### src/rtl/id_ex_stage.sv
// -----------------------------------------------------------------------------
// id_ex_stage
//   Decode-to-execute pipeline register placed directly after the 8x8 register
//   file. Captures Read1/Read2 data, the immediate and the control fields into
//   the ID/EX register, and hosts the load-use hazard detector. A load whose
//   result is still pending in EX forces one bubble into EX and stalls IF/ID
//   for that cycle. A branch flush kills the ID instruction, and a downstream
//   hold freezes the whole ID/EX register.
//
// Optional feature (compile-time macro BUBBLE_COUNT_EN):
//   When defined, adds output bubble_count[15:0], a saturating count of the
//   hazard bubbles inserted since reset.
//
// Ports
//   clk, rst_n            rising-edge clock, asynchronous active-low reset
//   id_valid              IF/ID holds a real instruction
//   id_rs1/id_rs2         source registers (also drive register file reads)
//   id_use_rs1/id_use_rs2 instruction actually reads rs1/rs2
//   id_rd                 destination register
//   id_rdata1/id_rdata2   register file read data
//   id_imm, id_alu_op     decoded immediate and ALU operation
//   id_reg_write/id_mem_read/id_mem_write  decoded control
//   flush                 branch taken in EX: kill the ID instruction
//   ex_hold               downstream not accepting: freeze ID/EX
//   stall_id              hold PC and IF/ID this cycle (combinational)
//   bubble_count          hazard bubble counter (BUBBLE_COUNT_EN only)
//   ex_*                  registered ID/EX contents; control is 0 when !ex_valid
// -----------------------------------------------------------------------------
module id_ex_stage #(
    parameter int DATA_W  = 8,
    parameter int REG_AW  = 3,
    parameter int ALUOP_W = 4
) (
    input  logic               clk,
    input  logic               rst_n,
    input  logic               id_valid,
    input  logic [REG_AW-1:0]  id_rs1,
    input  logic [REG_AW-1:0]  id_rs2,
    input  logic               id_use_rs1,
    input  logic               id_use_rs2,
    input  logic [REG_AW-1:0]  id_rd,
    input  logic [DATA_W-1:0]  id_rdata1,
    input  logic [DATA_W-1:0]  id_rdata2,
    input  logic [DATA_W-1:0]  id_imm,
    input  logic [ALUOP_W-1:0] id_alu_op,
    input  logic               id_reg_write,
    input  logic               id_mem_read,
    input  logic               id_mem_write,
    input  logic               flush,
    input  logic               ex_hold,
    output logic               stall_id,
`ifdef BUBBLE_COUNT_EN
    output logic [15:0]        bubble_count,
`endif
    output logic               ex_valid,
    output logic [REG_AW-1:0]  ex_rs1,
    output logic [REG_AW-1:0]  ex_rs2,
    output logic [REG_AW-1:0]  ex_rd,
    output logic [DATA_W-1:0]  ex_rdata1,
    output logic [DATA_W-1:0]  ex_rdata2,
    output logic [DATA_W-1:0]  ex_imm,
    output logic [ALUOP_W-1:0] ex_alu_op,
    output logic               ex_reg_write,
    output logic               ex_mem_read,
    output logic               ex_mem_write
);

    typedef struct packed {
        logic               valid;
        logic [REG_AW-1:0]  rs1;
        logic [REG_AW-1:0]  rs2;
        logic [REG_AW-1:0]  rd;
        logic [DATA_W-1:0]  rdata1;
        logic [DATA_W-1:0]  rdata2;
        logic [DATA_W-1:0]  imm;
        logic [ALUOP_W-1:0] alu_op;
        logic               reg_write;
        logic               mem_read;
        logic               mem_write;
    } idex_t;

    idex_t ex_r;
    idex_t load_s;
    logic  rs1_match_s;
    logic  rs2_match_s;
    logic  hazard_s;
    logic  bubble_s;

    // Load-use detection against the instruction currently held in EX.
    // A load to register 0 never matters because register 0 reads as zero.
    always_comb begin
        rs1_match_s = id_use_rs1 & (id_rs1 == ex_r.rd);
        rs2_match_s = id_use_rs2 & (id_rs2 == ex_r.rd);
        hazard_s    = ex_r.valid & ex_r.mem_read & ex_r.reg_write &
                      (ex_r.rd != {REG_AW{1'b0}}) & id_valid &
                      (rs1_match_s | rs2_match_s);
        // A flush discards the ID instruction, so there is nothing to stall for.
        stall_id    = (hazard_s | ex_hold) & ~flush;
        // A bubble is only really inserted when neither flush nor hold wins.
        bubble_s    = hazard_s & ~flush & ~ex_hold;
    end

    // Next ID/EX contents for a normal advance; control is qualified by id_valid.
    always_comb begin
        load_s.valid     = id_valid;
        load_s.rs1       = id_rs1;
        load_s.rs2       = id_rs2;
        load_s.rd        = id_rd;
        load_s.rdata1    = id_rdata1;
        load_s.rdata2    = id_rdata2;
        load_s.imm       = id_imm;
        load_s.alu_op    = id_alu_op;
        load_s.reg_write = id_reg_write & id_valid;
        load_s.mem_read  = id_mem_read  & id_valid;
        load_s.mem_write = id_mem_write & id_valid;
    end

    // ID/EX register: flush beats hold, hold beats bubble, bubble beats advance.
    always_ff @(posedge clk or negedge rst_n) begin
        if (!rst_n) begin
            ex_r <= '0;
        end else if (flush) begin
            ex_r <= '0;
        end else if (ex_hold) begin
            ex_r <= ex_r;
        end else if (hazard_s) begin
            // Bubble: an empty slot, all fields cleared.
            ex_r <= '0;
        end else begin
            ex_r <= load_s;
        end
    end

`ifdef BUBBLE_COUNT_EN
    logic [15:0] bubble_count_r;

    // Saturating count of inserted load-use bubbles.
    always_ff @(posedge clk or negedge rst_n) begin
        if (!rst_n) begin
            bubble_count_r <= 16'd0;
        end else if (bubble_s && (bubble_count_r != 16'hFFFF)) begin
            bubble_count_r <= bubble_count_r + 16'd1;
        end else begin
            bubble_count_r <= bubble_count_r;
        end
    end

    assign bubble_count = bubble_count_r;
`endif

    assign ex_valid     = ex_r.valid;
    assign ex_rs1       = ex_r.rs1;
    assign ex_rs2       = ex_r.rs2;
    assign ex_rd        = ex_r.rd;
    assign ex_rdata1    = ex_r.rdata1;
    assign ex_rdata2    = ex_r.rdata2;
    assign ex_imm       = ex_r.imm;
    assign ex_alu_op    = ex_r.alu_op;
    assign ex_reg_write = ex_r.reg_write;
    assign ex_mem_read  = ex_r.mem_read;
    assign ex_mem_write = ex_r.mem_write;

endmodule

### config.mk
export PLATFORM = sky130hd
export DESIGN_NAME = id_ex_stage
export DESIGN_NICKNAME = d
export VERILOG_FILES = /design/src/rtl/id_ex_stage.sv
export SDC_FILE = /design/constraint.sdc
export NUM_CORES = 1
export LEC_CHECK = 0
export ABC_AREA = 1
export BUFFER_PORTS_ARGS = -buffer_cell sky130_fd_sc_hd__buf_2
export CAP_MARGIN = 15
export CORE_ASPECT_RATIO = 1.1
export CORE_MARGIN = 1.5
export CORE_UTILIZATION = 48
export CTS_CLUSTER_SIZE = 25
export DETAILED_ROUTE_END_ITERATION = 16
export HOLD_SLACK_MARGIN = 0.03
export PLACE_DENSITY = 0.78
export SKIP_CTS_REPAIR_TIMING = 1
export SLEW_MARGIN = 20
export SYNTH_ARGS = -nofsm -noshare
export SYNTH_HDL_FRONTEND = slang
export SYNTH_SLANG_ARGS = --single-unit
### constraint.sdc
create_clock -name clk -period 1.46 [get_ports clk]
set_input_delay 0.073 -clock clk [delete_from_list [all_inputs] [get_ports clk]]
set_output_delay 0.073 -clock clk [all_outputs]
set_load 0.005 [all_outputs]
* Word-level counts from Yosys, hierarchy flattened
Index checks and enable logic that the tools add are counted.
** Storage, ports and cells
- Bits in registers :: 41
- Memories :: 0
- RAM bits :: 0
- Latch bits :: 0
- ROM bits :: 0
- Bits of input ports :: 47
- Logic and storage cells :: 32
** Cells by class
- Bitwise operators :: 14
- Multipliers :: 0
- $add $sub $neg :: 0
- $lt $le $gt $ge :: 0
- Divide/modulo/power cells :: 0
- Reductions and logical operators :: 1
- Mux-type cells :: 3
- Shift operators :: 0
- Equality and inequality tests :: 3
** Operator list (count)
- 2-to-1 mux 41 bit :: 3
- AND 1 bit :: 11
- == test 3 bit :: 2
- nonzero test 3 bit :: 1
- != test 2 bit, second input constant :: 1
- bitwise OR 1 bit :: 2
- NOT 1 bit :: 1

* Logic depth before layout (Yosys ltp)
Gate-level depths: netlist of the first run.
- Depth after elaboration :: 8
- Gate-level depth with buffers :: 10

* Worst setup path before layout of the first run
OpenSTA, ideal clock, no wires.
- Path kind :: reg-to-reg
- Start point :: register ex_r, in the netlist ex_rd[0]
- End point :: register ex_r, in the netlist ex_alu_op[0]
- Arrival :: 1079 ps
- Buffers on the path :: 1
- Library setup time :: 117 ps
- Period minus slack after synthesis :: 1196 ps
- Stages on the path, launching flop included :: 11
- Path slack :: 264 ps
- Data required time :: 1343 ps
- Cells stage by stage :: dfrtp_1 > inv_2 > nand2_1 > nand2_1 > nor2_1 > nand2_1 > nand2_2 > nand2_4 > buf_6 > nand3_2 > nand2_1
** On the way
- Longest elaborated chain between the ends :: 7
- Elaborated cells on any way between the ends :: 12
- Those cells by class :: 2 x eq/ne; 3 x mux; 6 x bitwise; 1 x reduce/logical
** Ends and longest elaborated chain
- start, declared :: line 82 : idex_t ex_r;
- start signal, assigned :: line 125 : ex_r <= ex_r;
- start signal, assigned :: line 130 : ex_r <= load_s;
- == test 3 bit, or another cell as far along :: line 92 : rs1_match_s = id_use_rs1 & (id_rs1 == ex_r.rd);
- AND 1 bit (on tied branches) :: line 92, 93, 94
- bitwise OR 1 bit or AND 1 bit (tied branches) :: line 96, 95
- AND 1 bit * :: line 95 : (ex_r.rd != {REG_AW{1'b0}}) & id_valid &
- 2-to-1 mux 41 bit * :: line 126 : end else if (hazard_s) begin
- 2-to-1 mux 41 bit * :: line 124 : end else if (ex_hold) begin
- 2-to-1 mux 41 bit * :: line 122 : end else if (flush) begin
Mark *: on every way between the ends. The rest lies on a longest branch, timed or not. The select of a mux whose other input is x is not followed.
A chain may end at the register's enable or synchronous reset.

* Worst setup path after layout of the first run
- Start point :: register ex_r, in the netlist ex_rd[0]
- End point :: output port stall_id
** On the way
- Longest elaborated chain between the ends :: 6
- Elaborated cells on any way between the ends :: 11
- Those cells by class :: 2 x eq/ne; 8 x bitwise; 1 x reduce/logical
** Ends and longest elaborated chain
- == test 3 bit, or another cell as far along :: line 92
- AND 1 bit (on tied branches) :: line 92, 93, 94
- bitwise OR 1 bit or AND 1 bit (tied branches) :: line 96, 95
- AND 1 bit * :: line 95
- bitwise OR 1 bit * :: line 98 : stall_id = (hazard_s | ex_hold) & ~flush;
- AND 1 bit * :: line 98
- end, declared :: line 51 : output logic stall_id,
Mark *: on every way between the ends. The rest lies on a longest branch, timed or not.

==> metrics.csv, run 1 <==
metric;value;unit
status;complete, but fails checks;
failing checks;negative setup slack;
Congestion Overflow GR;0;
Ports;89;
r2r endpoint;ex_rd[1];
worst setup margin;-115;ps
Setup Viol. Count Final;20;
Site Rows;25;
Max-Slew Margin vs Limit;67.4;%
post-route insts no fill;446;
Power Total;2450;µW
Critical Path RT;1390;ps
routability cong.;0.764;
final hold violation count;0;
Hold Crit Start;id_rdata2[0];
net switching power figure;648;µW
DR pass1 iterations;5;
post-route ant nets;0;
DP Worst Slack;12.9;ps
proportion of synthesized chip area in sequential cells;47.6;%
commonest non-fill, non-tap cell in the layout;nand2_1;
clock latency on the worst-skew pair;300;ps
DR iter-0 viols;194;
cell area power density;867;mW/mm²
setup TNS;-1170;ps
RSZ-0062 raised after global routing;yes;
Setup CP Type;reg -> out;
start of the worst register-to-register path;ex_rd[0];
GRT Overall Usage;21.9;%
worst reg2reg setup slack;-80;ps
CTS tree;built;
Gate power share;16.1;%
crit-path most repeated cell;nand2_1;
Hold EP;ex_rdata2[0];
DPL Wire Length;3.51;mm
Die ar.;0.00490;mm²
Initial Utilization;49.9;%
Worst path max stage delay;410;ps
number of diodes;0;
worst-path fanout max;6;
Horiz. Die Dim;66.9;µm
clock buffer depth;2;
synth warn;0;
CTS H-tree lvls;2;
Die Span Y;73.3;µm
Remaining DRCs;0;
Switching Fraction;26.5;%
period utilization;108;%
Reg power frac;50.5;%
top-area cell type share of the netlist area;47.6;%
placed cell areas;0.00266;mm²
first-pass GRT wire length;8.16;mm
WP data arrival;1500;ps
clock network power share;33.4;%
Internal;1800;µW
cells after synthesis;299;
Placed Cells incl. Taps;432;
max_cap viols;0;
post-synthesis register bit count;41;
fin. max-slew vios;0;
Vias/cell;4.79;
number of distinct library cells after synthesis;16;
layout cells sized above 1;32.1;%
Crit. End Element;output port;
CP Buf/Inv Count;2;
Top delay family on crit path;simple AND/OR/NAND/NOR gates;
Final Instance Area;0.00283;mm²
core area;0.00432;mm²
mean post-synth cell area;7.21;µm²
largest net degree at the start of global routing;40;
Hold Path Class;in -> reg;
Final Critical Period;1580;ps
Vias;2135;
worst hold path stage count;5;
TritonCTS Sinks;41;
highest-count cells in the layout ignoring fill and taps;101 x nand2_1, 88 x buf_2, 46 x nor2_1;
max frequency;635;MHz
vias in the first global route;1874;
Clk pin slew, worst setup/hold paths;80;ps
worst r2r path cells;11;
crit path from;ex_rd[0];
P&R area growth vs syn;31.1;%
fin nets;438;
worst IR drop on VDD;0.489;mV
Post-Syn Nets;346;
CP cell instances;inv_2, nand2_1, nand2_1, nor2_1, nand2_1, nand2_2, nand2_8, a21oi_4, buf_2;
synthesized cell area;0.00215;mm²
Worst setup SP type;register;
Synth area leaders;dfrtp_1 48%, nand2_1 18%, nor2_1 8.2%, inv_1 8.0%, nand3_1 7.7%;
largest area contributor in the netlist;dfrtp_1;
leak pwr;0.00182;µW
CTS buffer count;5;
CP max-delay cell;dfrtp_2;
root buf cell;clkbuf_8;
routed len/inst;11.5;µm
actual slew at the worst max-slew pin;489;ps
final WL;5.14;mm
Worst Skew;3.09;ps
Port Buffers;88;
initial antenna violation count;0;
==> Yosys cell counts (all sizes together) <==
cell type	instances
clkbuf	6
a21oi	1
nand4	1
nand2	103
dfrtp	41
nor2	48
buf	10
nand3	42
inv	47
==> final cells by class <==
| class | instances | area (µm²) |
|---|---|---|
| sequential | 41 | 1030 |
| fill | 381 | 1490 |
| inverter | 47 | 176 |
| clock buffer | 7 | 96.3 |
| timing repair buffer | 101 | 578 |
| multi-input combinational | 195 | 873 |
| tap | 54 | 67.6 |
| clock inverter | 1 | 5.00 |
==> sequential cells by signal, summed over array words and instances (netlist names) <==
signal / count
ex_alu_op: 4
ex_imm: 8
ex_rdata2: 8
ex_valid: 1
ex_mem_write: 1
ex_rdata1: 8
ex_mem_read: 1
ex_rs1: 3
ex_rs2: 3
ex_rd: 3
ex_reg_write: 1
==> stage by stage <==
step,utilization (%),hold slack (ps)
finish,65.4,78.0
global route,65.4,83.3
CTS,64.0,-253
detailed placement,61.7,62.9
global placement,61.7,63.6
floorplan,-,-223
==> worst min-delay path, delay by kind of cell <==
family,cells,cell delay (ps)
AND/OR/NAND/NOR,3,140
buffers and inverters,2,130
==> worst max path at each step <==
| stage | endpoint | slack (ps) | cells after the start |
|---|---|---|---|
| 2_1_floorplan | ex_alu_op[0] | 260 | 10 |
| 3_3_place_gp | ex_rdata2[3] | 60 | 10 |
| 3_5_place_dp | ex_rdata2[3] | 10 | 10 |
| 4_1_cts | stall_id | -210 | 9 |
| 5_1_grt | stall_id | -200 | 9 |
| 6_report | stall_id | -120 | 9 |
==> cells by family after synthesis <==
kind of cell | Yosys count | share of synthesized area, %
compound gates | 1 | 0.755
buf+inv | 63 | 12.6
flops | 41 | 47.6
simple gates | 194 | 39.0
==> metal layers <==
metal  global-route usage (%)  routed length, µm
met3                     3.22                239
met5                        0                  0
met2                     36.6               2530
met4                     9.30                 84
met1                     28.6               2280
==> power groups by stage <==
stage | clock network (µW) | registers (µW) | logic (µW)
CTS | 825 | 1240 | 391
global route | 877 | 1240 | 449
floorplan | 0 | 1260 | 182
finish | 817 | 1240 | 395
detailed placement | 0 | 1260 | 389
global placement | 0 | 1260 | 383
No activity file was read; power rests on OpenSTA's default activity.
==> run 2, diff against run 1 <==
BUFFER_PORTS_ARGS = -buffer_cell sky130_fd_sc_hd__clkbuf_2   (was -buffer_cell sky130_fd_sc_hd__buf_2)
GPL_TIMING_DRIVEN = 0   (was not set)
==> run 2 against run 1 <==
  * The run still ends with negative setup slack left
  * Global-route usage is 0.15 points lower
  * First-iteration DRC count decreased by 9.3%
  * Sequential share of layout area decreased by 0.13 points
  * Clock skew up 2.9 ps
  * Utilization increased by 0.32 points
  * Critical path depth stayed put
  * Routed wire length shrank 0.51%
  * Register-to-register slack better by 130 ps
  * Non-clock buffer count increased by 13
  * Sequential cell count unchanged
  * Die area unchanged
  * Via count is 0.84% lower
  * Critical endpoint unchanged
==> metrics.csv, run 2 (synthesized netlist as in run 1, its figures left out) <==
metric;value;unit
status;complete, but fails checks;
failing checks;negative setup slack;
leak pwr;0.00183;µW
Final Critical Period;1660;ps
DR iter-0 viols;176;
Setup Viol. Count Final;1;
Initial Utilization;49.9;%
setup TNS;-199;ps
Crit. End Element;output port;
Horiz. Die Dim;66.9;µm
DP Worst Slack;67.2;ps
Vias/cell;4.62;
Vias;2117;
worst IR drop on VDD;0.568;mV
initial antenna violation count;0;
final WL;5.11;mm
root buf cell;clkbuf_8;
CTS tree;built;
post-route insts no fill;458;
actual slew at the worst max-slew pin;920;ps
worst-path fanout max;6;
max frequency;603;MHz
Hold Crit Start;id_rdata2[0];
commonest non-fill, non-tap cell in the layout;nand2_1;
crit path from;ex_rd[0];
Remaining DRCs;0;
clock buffer depth;2;
Hold Path Class;in -> reg;
FF+latch area;0.00103;mm²
met2 Use GR;36.2;%
vias in the first global route;1883;
clock latency on the worst-skew pair;290;ps
Site Rows;25;
WP data arrival;1590;ps
worst setup margin;-199;ps
GR peak layer;met2;
CTS buffer count;5;
number of diodes;0;
DR pass1 iterations;4;
# fillers;400;
routed len/inst;11.2;µm
Max-Slew Margin vs Limit;38.7;%
Setup CP Type;reg -> out;
first-pass GRT wire length;8.28;mm
core area;0.00432;mm²
CTS H-tree lvls;2;
post-route ant nets;0;
TritonCTS Sinks;41;
Worst setup SP type;register;
fin. max-slew vios;0;
DPL Wire Length;3.56;mm
M1 GR Usage;28.8;%
Worst Skew;6.03;ps
fin nets;451;
Congestion Overflow GR;0;
highest-count cells in the layout ignoring fill and taps;101 x nand2_1, 87 x clkbuf_2, 47 x nor2_1;
Clk pin slew, worst setup/hold paths;80;ps
Die ar.;0.00490;mm²
start of the worst register-to-register path;ex_rd[0];
largest net degree at the start of global routing;42;
Ports;89;
layout cells sized above 1;32.2;%
Placed Cells incl. Taps;441;
met3 Usage GRT;4.75;%
P&R area growth vs syn;31.8;%
cell area power density;837;mW/mm²
RSZ-0062 raised after global routing;yes;
Port Buffers;88;
final hold violation count;0;
GRT Overall Usage;21.8;%
routability cong.;0.762;
Critical Path RT;1390;ps
max_cap viols;0;
Die Span Y;73.3;µm
period utilization;114;%
Multi-input gate area;857;µm²
[run 2: final cells by class]
type	count	share of cell area (%)
Sequential cell	41	36.3
Multi-Input combinational cell	195	30.2
Timing Repair Buffer	98	18.2
Inverter	47	6.21
Buffer	16	3.66
Clock buffer	7	3.04
Tap cell	54	2.38
[run 2: worst paths after layout]
check / to / slack [ps] / cells past startpoint
worst min-delay path: ex_rdata2[0] / 60 / 5
max in group asynchronous: ex_rd[2] / 310 / 2
worst max-delay path: stall_id / -200 / 9
worst min register to register: ex_alu_op[3] / 480 / 2
min in group asynchronous: ex_rdata1[3] / 510 / 2
worst max register to register: ex_rs1[2] / 50 / 10
[run 2: per-layer routing]
metal / part of all wire [%] / wire [µm] / vias to the layer above
met5: 0 / 0 / -
met4: 1.4 / 74 / 0
met3: 5.5 / 280 / 6
met2: 50 / 2560 / 64
met1: 43 / 2200 / 955
li1: - / - / 1092
[run 2: worst max-delay path, stage by stage, from the launching register on]
cell and delay [ps]:
dfrtp_2 440, nand2_1 80, nand2_1 50, nor2_1 100, nand2_1 70, nand2_2 80
nand2_4 80, buf_12 140, a21oi_4 120, clkbuf_2 140
[run 2: through the flow]
step / cell area (µm²) / power [µW] / util (%) / hold WS (ps)
6_report: 2840 / 2380 / 65.8 / 57.6
4_1_cts: 2750 / 2380 / 63.7 / -10.3
2_1_floorplan: 2150 / 1440 / - / -223
5_1_grt: 2840 / 2510 / 65.8 / 82.3
3_3_place_gp: 2660 / 1630 / 61.7 / 298
3_5_place_dp: 2660 / 1640 / 61.7 / 302
[run 2: power breakdown]
part | switching, µW | internal, µW | total (µW)
clock | 377 | 375 | 752
sequential | 39.4 | 1200 | 1240
combinational | 217 | 170 | 387
==> run 3, diff against run 2 <==
CORE_UTILIZATION = 50   (was 48)
CTS_BUF_LIST = sky130_fd_sc_hd__clkbuf_4 sky130_fd_sc_hd__clkbuf_8   (was not set)
PLACE_DENSITY = 0.81   (was 0.78)
==> run 3 against run 2 <==
  * The run still ends with negative setup slack left
  * Worst setup slack improved by 45 ps
  * Cell count fell by 0.44%
  * Hold slack barely moved
  * Clock power fell by 2%
  * Final area rose by 1.0%
  * Critical endpoint unchanged
  * Largest power group unchanged
==> metrics.csv, run 3 (synthesized netlist as in run 1, its figures left out) <==
metric;value;unit
status;complete, but fails checks;
failing checks;negative setup slack;
Multi-input gate area;875;µm²
actual slew at the worst max-slew pin;931;ps
leak pwr;0.00183;µW
Top delay family on crit path;simple AND/OR/NAND/NOR gates;
Horiz. Die Dim;65.6;µm
number of diodes;0;
Initial Utilization;53.1;%
Hold Path Class;in -> reg;
top sig layer;met4;
WP data arrival;1540;ps
max_cap viols;0;
routability cong.;0.826;
Final Critical Period;1610;ps
Port Buffers;88;
CTS H-tree lvls;2;
Crit. End Element;output port;
TritonCTS Sinks;41;
period utilization;111;%
post-route ant nets;0;
Max-Slew Margin vs Limit;37.9;%
CP max-delay cell;dfrtp_2;
GRT Overall Usage;23.0;%
root buf cell;clkbuf_8;
clock latency on the worst-skew pair;300;ps
Worst path max stage delay;400;ps
initial antenna violation count;0;
CTS tree;built;
core area;0.00405;mm²
DR iter-0 viols;174;
layout cells sized above 1;33.4;%
Ports;89;
crit-path most repeated cell;nand2_1;
max frequency;620;MHz
P&R area growth vs syn;33.1;%
met1 wire length;2.25;mm
crit path from;ex_rd[2];
final WL;5.36;mm
Setup Viol. Count Final;2;
Vias;2146;
DPL Wire Length;3.59;mm
highest-count cells in the layout ignoring fill and taps;98 x nand2_1, 87 x clkbuf_2, 47 x nor2_1;
Vias/cell;4.71;
placed cell areas;0.00266;mm²
Die ar.;0.00471;mm²
Critical Path RT;1390;ps
DR pass1 iterations;4;
worst IR drop on VDD;0.771;mV
worst setup margin;-154;ps
cell area power density;823;mW/mm²
Site Rows;24;
Remaining DRCs;0;
vias in the first global route;1918;
Final Instance Area;0.00287;mm²
CP Buf/Inv Count;3;
routed len/inst;11.8;µm
CTS buffer count;5;
Setup CP Type;reg -> out;
Congestion Overflow GR;0;
start of the worst register-to-register path;ex_rd[2];
fin nets;450;
final hold violation count;0;
WL met2;2.69;mm
Hold Crit Start;id_rd[2];
Worst setup SP type;register;
met3 wire length;318;µm
# fillers;362;
Worst Skew;7.44;ps
fin. max-slew vios;0;
CP cell instances;inv_1, nand2_1, nand2_1, nor2_1, nand2_1, nand2_2, nand2_4, buf_12, a21oi_4, clkbuf_2;
clock buffer depth;2;
Die Span Y;71.9;µm
commonest non-fill, non-tap cell in the layout;nand2_1;
DP Worst Slack;57.6;ps
FF+latch area;0.00103;mm²
largest net degree at the start of global routing;42;
Clk pin slew, worst setup/hold paths;80;ps
RSZ-0062 raised after global routing;yes;
worst-path fanout max;6;
first-pass GRT wire length;8.42;mm
## run 3: cell count changes in the layout (fill, tap and decap cells not counted), sizes merged
cell / before / now
clkinv: 0 / 2
clkinvlp: 0 / 1
clkbuf: 100 / 99
buf: 20 / 18
## run 3: power breakdown
part / internal (µW) / leakage (µW) / switching, µW
sequential: 1200 / 0.000541 / 40.9
clock: 330 / 0.0000439 / 405
combinational: 166 / 0.00125 / 219
## run 3: metrics by stage
stage	hold slack, ps	instances	power (µW)	setup TNS [ps]	utilization [%]
after floorplan	-223	299	1440	0	-
after global placement	301	439	1630	0	65.6
after detailed placement	309	439	1640	0	65.6
after CTS	-20.1	447	2370	-278	67.7
after global routing	77.1	456	2470	-2040	70.7
final	57.8	456	2360	-180	70.7
## run 3: per-layer routing
layer / vias up / track usage [%]
li1: 1094 / -
met1: 970 / 29.8
met2: 73 / 38.9
met3: 9 / 5.34
met4: 0 / 6.25
met5: - / 0
## run 3: area by class of cell
cell class,count,share of cell area (%)
sequential,41,35.9
multi-input combinational,195,30.5
timing repair buffer,100,19.7
inverter,47,6.15
buffer,13,2.44
clock buffer,5,2.40
tap,52,2.27
clock inverter,3,0.611
## run 3: worst paths after layout
check | endpoint | slack [ps] | cells past startpoint
setup / recovery | stall_id | -150 | 10
hold / removal | ex_rd[2] | 60 | 5
max in group asynchronous | ex_rd[0] | 360 | 2
setup reg to reg | ex_alu_op[1] | -30 | 12
hold reg to reg | ex_rs1[0] | 480 | 2
min in group asynchronous | ex_imm[7] | 460 | 2
## run 3: worst register-to-register path, cell delays in order (launching register included)
cell     delay (ps)
dfrtp_2         400
inv_1            70
nand2_1          60
nand2_1          60
nor2_1           90
nand2_1          70
nand2_2          90
nand2_4          70
buf_12          130
buf_4           130
buf_4           130
nand3_2          40
nand2_1          40
